==> config.mk <==
export PLATFORM = sky130hd
export DESIGN_NAME = ospfb_pause_gate
export DESIGN_NICKNAME = d
export VERILOG_FILES = /design/src/rtl/alpaca_ospfb_constants_pkg.sv /design/src/rtl/axis_out_reg.sv /design/src/rtl/ospfb_pause_gate.sv
export SDC_FILE = /design/constraint.sdc
export NUM_CORES = 1
export LEC_CHECK = 0
export CORE_MARGIN = 2
export CORE_UTILIZATION = 37
export CTS_CLUSTER_DIAMETER = 50
export DETAILED_ROUTE_END_ITERATION = 10
export GPL_ROUTABILITY_DRIVEN = 0
export PLACE_DENSITY = 0.74
export SLEW_MARGIN = 10
export SYNTH_ARGS = -nofsm -noshare
export SYNTH_HDL_FRONTEND = slang
export SYNTH_SLANG_ARGS = --single-unit
==> constraint.sdc <==
create_clock -name clk -period 1.1 [get_ports clk]
set_input_delay 0.22 -clock clk [delete_from_list [all_inputs] [get_ports clk]]
set_output_delay 0.22 -clock clk [all_outputs]
set_load 0.02 [all_outputs]
==> src/rtl/alpaca_ospfb_constants_pkg.sv <==
// Shared constants and types for the OSPFB front end.
// Default frame geometry and the pause-gate state encoding.
package alpaca_ospfb_constants_pkg;
  localparam int FFT_LEN = 64;
  localparam int DEC_FAC = 48;
  localparam int WIDTH   = 16;
  // Output cadence repeats once per frame of FFT_LEN slots.
  localparam int PERIOD  = FFT_LEN;
  localparam int PHASE_W = $clog2(FFT_LEN);

  typedef logic [PHASE_W-1:0] phase_t;

  typedef enum logic {
    PASS = 1'b0,
    HOLD = 1'b1
  } gate_state_t;
endpackage

==> src/rtl/axis_out_reg.sv <==
// One-entry AXI-Stream output register with a sideband payload.
// o_adv is high whenever the register can take a new beat this cycle.
module axis_out_reg #(
  parameter int WIDTH  = 16,
  parameter int SIDE_W = 1
) (
  input  logic              clk,
  input  logic              rst,
  input  logic              i_load,
  input  logic [WIDTH-1:0]  i_data,
  input  logic [SIDE_W-1:0] i_side,
  input  logic              i_ready,
  output logic              o_adv,
  output logic              o_valid,
  output logic [WIDTH-1:0]  o_data,
  output logic [SIDE_W-1:0] o_side
);
  logic              r_valid;
  logic [WIDTH-1:0]  r_data;
  logic [SIDE_W-1:0] r_side;

  assign o_adv   = ~r_valid | i_ready;
  assign o_valid = r_valid;
  assign o_data  = r_data;
  assign o_side  = r_side;

  // Payload only moves on a load, so it stays put while a beat is stalled.
  always_ff @(posedge clk) begin
    if (rst) begin
      r_valid <= 1'b0;
      r_data  <= '0;
      r_side  <= '0;
    end else if (o_adv) begin
      r_valid <= i_load;
      if (i_load) begin
        r_data <= i_data;
        r_side <= i_side;
      end
    end
  end
endmodule

==> src/rtl/ospfb_pause_gate.sv <==
// OSPFB input rate gate: accepts PAUSE samples per MAX_CNT-slot frame and
// stalls the source for the rest, forwarding beats through a registered stage.
module ospfb_pause_gate #(
  parameter int WIDTH   = alpaca_ospfb_constants_pkg::WIDTH,
  parameter int MAX_CNT = alpaca_ospfb_constants_pkg::FFT_LEN,
  parameter int PAUSE   = alpaca_ospfb_constants_pkg::DEC_FAC,
  parameter int START   = PAUSE - 1,
  localparam int PW     = $clog2(MAX_CNT)
) (
  input  logic             clk,
  input  logic             rst,
  input  logic [WIDTH-1:0] i_s_axis_tdata,
  input  logic             i_s_axis_tvalid,
  output logic             o_s_axis_tready,
  output logic [WIDTH-1:0] o_m_axis_tdata,
  output logic             o_m_axis_tvalid,
  input  logic             i_m_axis_tready,
  output logic [PW-1:0]    o_phase,
  output logic             o_frame_last,
  output logic             o_underflow,
  output logic             o_state,
  output logic [PW-1:0]    o_ctr
);
  import alpaca_ospfb_constants_pkg::*;

  if (MAX_CNT < 2 || PAUSE < 1 || PAUSE >= MAX_CNT || START < 0 || START >= MAX_CNT) begin : g_bad_cfg
    $error("ospfb_pause_gate: need MAX_CNT>=2, 1<=PAUSE<MAX_CNT, 0<=START<MAX_CNT");
  end

  localparam logic [PW-1:0] CTR_LAST   = PW'(MAX_CNT - 1);
  localparam logic [PW-1:0] CTR_START  = PW'(START);
  localparam logic [PW-1:0] PAUSE_V    = PW'(PAUSE);
  localparam logic [PW-1:0] PAUSE_LAST = PW'(PAUSE - 1);

  logic [PW-1:0] r_ctr;
  logic [PW-1:0] w_ctr_nxt;
  logic          r_underflow;
  logic          w_adv;
  logic          w_pass;
  logic          w_load;
  logic          w_ctr_adv;
  logic          w_uf_set;
  gate_state_t   w_state;
  logic [PW:0]   w_side_in;
  logic [PW:0]   w_side_out;

  // The phase counter is the gate state: PASS below PAUSE, HOLD above.
  always_ff @(posedge clk) begin
    if (rst) begin
      r_ctr       <= CTR_START;
      r_underflow <= 1'b0;
    end else begin
      r_ctr <= w_ctr_nxt;
      if (w_uf_set) r_underflow <= 1'b1;
    end
  end

  always_comb begin
    w_ctr_nxt = r_ctr;
    if (w_ctr_adv) w_ctr_nxt = (r_ctr == CTR_LAST) ? '0 : r_ctr + 1'b1;
  end

  // A PASS slot only consumes its phase when a sample arrives; HOLD slots
  // tick whenever the output register can move.
  always_comb begin
    w_pass          = (r_ctr < PAUSE_V);
    w_state         = w_pass ? PASS : HOLD;
    o_s_axis_tready = w_pass & w_adv;
    w_load          = w_pass & w_adv & i_s_axis_tvalid;
    w_uf_set        = w_pass & w_adv & ~i_s_axis_tvalid;
    w_ctr_adv       = w_adv & (~w_pass | i_s_axis_tvalid);
  end

  assign w_side_in = {r_ctr, (r_ctr == PAUSE_LAST)};

  axis_out_reg #(
    .WIDTH  (WIDTH),
    .SIDE_W (PW + 1)
  ) u_out_reg (
    .clk     (clk),
    .rst     (rst),
    .i_load  (w_load),
    .i_data  (i_s_axis_tdata),
    .i_side  (w_side_in),
    .i_ready (i_m_axis_tready),
    .o_adv   (w_adv),
    .o_valid (o_m_axis_tvalid),
    .o_data  (o_m_axis_tdata),
    .o_side  (w_side_out)
  );

  assign o_phase      = w_side_out[PW:1];
  assign o_frame_last = w_side_out[0];
  assign o_underflow  = r_underflow;
  assign o_state      = w_state;
  assign o_ctr        = r_ctr;
endmodule

# Word level (Yosys, flattened, before mapping)
# Index checks and enable logic that the tools add are counted.
# Widths: inputs -> output; s select.
[classes] magnitude_cmp=1 n_eq_ne=2 addsub=1 reduce_logical=1 n_mux=2 bitwise=9
[op_table] op="$eq 6x6->1 const B" count=2
[op_table] op="$add 6x1->6 const B" count=1
[op_table] op="$lt 6x6->1 const B" count=1
[op_table] op="$mux 6" count=1
[op_table] op="$and 1x1->1" count=4
[op_table] op="$not 1->1" count=3
[op_table] op="$or 1x1->1" count=2
[op_table] op="$reduce_and 2->1" count=1
[op_table] op="$mux 1" count=1
[totals] output_inout_bits=33 in_bits=20 elab_cells=21 register_bits=31

# Depth between registers and ports, before layout
[depth] ltp_word=5 mapped_depth=7 depth_no_buf=5

# Hierarchy
# Synthesis repeated with hierarchy kept, for this count alone.
[hier_totals] cells_unflattened=160 hier_area_um2=1505.2
[modules_own_cells] module="axis_out_reg" cells_per_inst=108 instances=1 seq_area_each_um2=480.5 area_per_inst_um2=1074.8
[modules_own_cells] module="ospfb_pause_gate" cells_per_inst=52 instances=1 seq_area_each_um2=140.1 area_per_inst_um2=430.4

# Worst setup path before layout
# OpenSTA, ideal clock, no wires.
[synth_path] kind="register to register" from="register u_out_reg.r_valid (netlist: u_out_reg.o_valid)" to="register u_out_reg.r_side[6] (netlist: u_out_reg.o_side[6])" setup_time_ps=132 path_buffers=2 t_arrival_ps=1186 path_slack_ps=-218 period_less_slack_ps=1318 t_required_ps=968 stages_incl_launch_ff=7 cell_sequence="dfxtp_1 > nand2b_1 > and3_1 > buf_2 > buf_4 > nand2_1 > a21oi_1"
[synth_via] elab_chain_cells=5
[synth_rtl] item="start, declared" line="axis_out_reg.sv:18" source="logic r_valid;"
[synth_rtl] item="start signal, assigned" line="axis_out_reg.sv:34" source="r_valid <= i_load;"
[synth_rtl] item="$not 1->1 (*)" line="axis_out_reg.sv:22" source="assign o_adv = ~r_valid | i_ready;"
[synth_rtl] item="$or 1x1->1 (*)" line="axis_out_reg.sv:22"
[synth_rtl] item="$and 1x1->1 (2 in series)" line="ospfb_pause_gate.sv:69" source="w_load = w_pass & w_adv & i_s_axis_tvalid;"
[synth_rtl] item="$reduce_and 2->1 (no source line) (*)"
[synth_rtl] item="end signal, assigned" line="axis_out_reg.sv:37" source="r_side <= i_side;"
[synth_rtl] item="end, declared" line="axis_out_reg.sv:20" source="logic [SIDE_W-1:0] r_side;"
# Mark *: on every way between the ends. The rest lies on a longest branch, timed or not.
# A chain may end at the register's enable or synchronous reset.

# Worst setup path after layout
[layout_path] from="register u_out_reg.r_valid (netlist: u_out_reg.o_valid)" to="output port o_s_axis_tready"
[layout_via] elab_chain_cells=3
[layout_rtl] item="$not 1->1" line="axis_out_reg.sv:22"
[layout_rtl] item="$or 1x1->1" line="axis_out_reg.sv:22"
[layout_rtl] item="$and 1x1->1" line="ospfb_pause_gate.sv:68" source="o_s_axis_tready = w_pass & w_adv;"
[layout_rtl] item="end, declared" line="ospfb_pause_gate.sv:14" source="output logic o_s_axis_tready,"
# Every way passes these cells.

==> run metrics <==
status finished, violations left; Gate power share 0.567; M3 GR Usage 0.0683; clk root buf clkbuf_4; Reg clk slew, reported paths 0.11 ns; Sw Ratio 0.406; Cell Pwr Density 2250 nW/µm²; hold crit path type in -> reg; Synth Area in Simple Gates 0.245; top cell type's share of synthesized area 0.498; R2R Path Start u_out_reg.o_valid; vias per cell about 5; Synthesized Nets 175; worst skew pair latency 0.35 ns; Synth Area in XOR/XNOR 0.0281; register area share after synthesis 0.498; H-tree depth 2; WHS Path Cells 3; largest family of logic cells by synthesized area simple AND/OR/NAND/NOR gates; post-synthesis cell area 1250 µm²; crit share post-route 1.21; Filler Cells Inserted 238; row cnt 21; CTS max path bufs 2; Die X 62.0 µm; total wire length 4360 µm; All-Layer GR Usage 0.219; Pleak 1.01 nW; DRT antenna net count 0; DRT Pass-1 Iters 2; Synth Area in Compound Gates 0.137; largest net degree at the start of global routing 22; pre-CTS setup slack -0.658 ns; Clock Skews approximately 0.02 ns; number of antenna violations at the first check in global routing 0; IO Count 53; DP HPWL 2350 µm; Synth area leader dfxtp_1; maxcap violations 0; reg2reg end o_ctr[5]; Design Power 0.00532 W; P_sw 0.00216 W; reg-to-reg slack, setup -0.18 ns; R2R depth 5; # DRC 0; Antenna Cells 0; leading post-synthesis cells by cell area dfxtp_1, nand2_1, a21oi_1; met2 Resource Use GR 0.359; nets around 250; Fmax 753 MHz; Worst VDD drop 1.45 mV; first-pass GRT wire length 5990 µm; total core area 3280 µm²; RSZ-0062 raised after global routing yes; initial detailed-routing violation count 53; starting density of the core 0.379; Syn Area/Cell about 8.1 µm²; Gate Count Post-Synth between 150 and 200; Clk network pwr share 0.123; multiplexer share of the synthesized area 0; Post-CTS Hold Buffers 0; flops & latches, synth 31; TritonCTS Buffers 5; Crit Path Class reg -> out; Final setup viols 35; CP max FO 2; Int Pwr 0.00316 W; hold worst-path end u_out_reg.o_data[12]; share of cells above drive strength 1 0.639; Flop pwr share 0.310; GRT busiest layer met2; Setup crit start kind register; final worst slack -0.228 ns; synth warn 0; slew margin rel. 0.741; DR vias 1383; worst hold start i_s_axis_tdata[12]; GRT met1 Usage 0.265; CP Capture Type output pin; Die Height 62.0 µm; Final Slew Violations 0; Tmin final 1.33 ns; Routed WL per cell 15.6 µm; P&R area growth vs syn 89.7%; number of port buffers 52; final hold violation count 0; GR Overflow Total 0; vias in the first global route 1250; CP required 0.88 ns; endpoint arrival time on the critical path 1.11 ns; Netlist cell types 25; failing checks setup timing; Die ar. 3850 µm²; CTS tree built; Slew @ Worst Pin 0.388 ns; adder-cell share of the synthesized area 0.0100; clock sink total 31
worst max path at each step:
stage                     slack (ns)               to  cells after the start              start
after global routing           -0.28  o_s_axis_tready                      3  u_out_reg.o_valid
after global placement         -0.62  o_s_axis_tready                      4    i_m_axis_tready
after CTS                      -0.23  o_s_axis_tready                      3  u_out_reg.o_valid
after floorplan                -0.03         o_ctr[3]                      5           o_ctr[4]
final                          -0.23  o_s_axis_tready                      3  u_out_reg.o_valid
after detailed placement       -0.66  o_s_axis_tready                      4    i_m_axis_tready
cell type report:
type,count,area (µm²),area share
flip-flops and latches,31,656,0.277
clock buffers,5,37.5,0.0159
clock inverters,3,15.0,0.00635
multi-input cells,107,787,0.333
repair buffers,84,800,0.338
well taps,46,57.6,0.0244
inverters,3,11.3,0.00476
synthesized netlist by cell type:
cell	n
nor4_2	1
nor3_1	1
inv_1	3
o31ai_1	1
nor3b_1	1
a21o_2	1
nand3_1	5
nand2_2	1
nand3_2	1
nand2b_1	1
nor4_1	1
nor2_1	3
nand2_1	50
xor2_1	1
xnor2_1	3
a21oi_2	1
buf_4	8
buf_2	4
dfxtp_1	31
and3_1	1
ha_1	1
clkbuf_1	3
a21oi_1	29
nor4b_2	1
nor2b_1	1
per-layer routing:
metal  routed length, µm  vias up  share of wire
li1                    -      662              -
met1                1850      668           0.42
met2                2190       41           0.50
met3                 203       12          0.047
met4                 112        0          0.026
met5                   0        -              0
power by group through the flow:
stage,Combinational (W),Clock [W],Sequential (W)
finish,0.00301,0.000653,0.00165
global route,0.00320,0.000705,0.00169
CTS,0.00256,0.000642,0.00161
detailed placement,0.00212,0,0.00159
global placement,0.00208,0,0.00158
floorplan,0.00112,0,0.00178
state kept, by name, summed over array words and instances (netlist names):
| signal | flops |
|---|---|
| u_out_reg.o_data | 16 |
| u_out_reg.o_side | 7 |
| o_ctr | 6 |
| o_underflow | 1 |
| u_out_reg.o_valid | 1 |
worst max-delay path, stage by stage (launching register included):
cell	delay, ns
dfxtp_4	0.36
nor2b_4	0.13
a21oi_2	0.14
buf_6	0.14
kinds of logic (layout without fill, tap and decap cells):
family,count (synthesis),after routing
DFF,31,31
and+or+nand+nor,68,70
buffers and inverters,18,95
AOI/OAI and AO/OA,32,32
xor gates and xnor gates,4,4
adders and majority gates,1,1
cells in the final DEF (no fill, tap or decap), drive strengths merged:
cell and count:
buf 64, nand2 51, dfxtp 31, a21oi 30, clkdlybuf4s50 17, clkbuf 6, nand3 6, xnor2 3
nor2 3, and3 3, clkinv 3, inv 3, dlygate4sd2 2, nor4 2, nor2b 1, nor4b 1
nand2b 1, a21o 1, xor2 1, o31ai 1, nor3b 1, nor3 1, ha 1
per-stage QoR:
stage	utilization	cells	hold slack, ns	cell area, µm²	TNS [ns]
after floorplan	-	154	0.356	1310	-0.203
after global routing	0.720	279	0.448	2360	-6.31
after detailed placement	0.586	253	0.449	1920	-14.88
after CTS	0.653	271	0.436	2150	-5.15
final	0.720	279	0.428	2360	-4.47
after global placement	0.586	253	0.441	1920	-13.31
what timing repair did:
action,4_1_cts,5_1_grt
endpoints found under the setup margin,61,54
pin swaps,22,14
cloned,4,1
buffers inserted,6,8
gates resized for setup,199,53
Power figures use the tool's default switching activity.
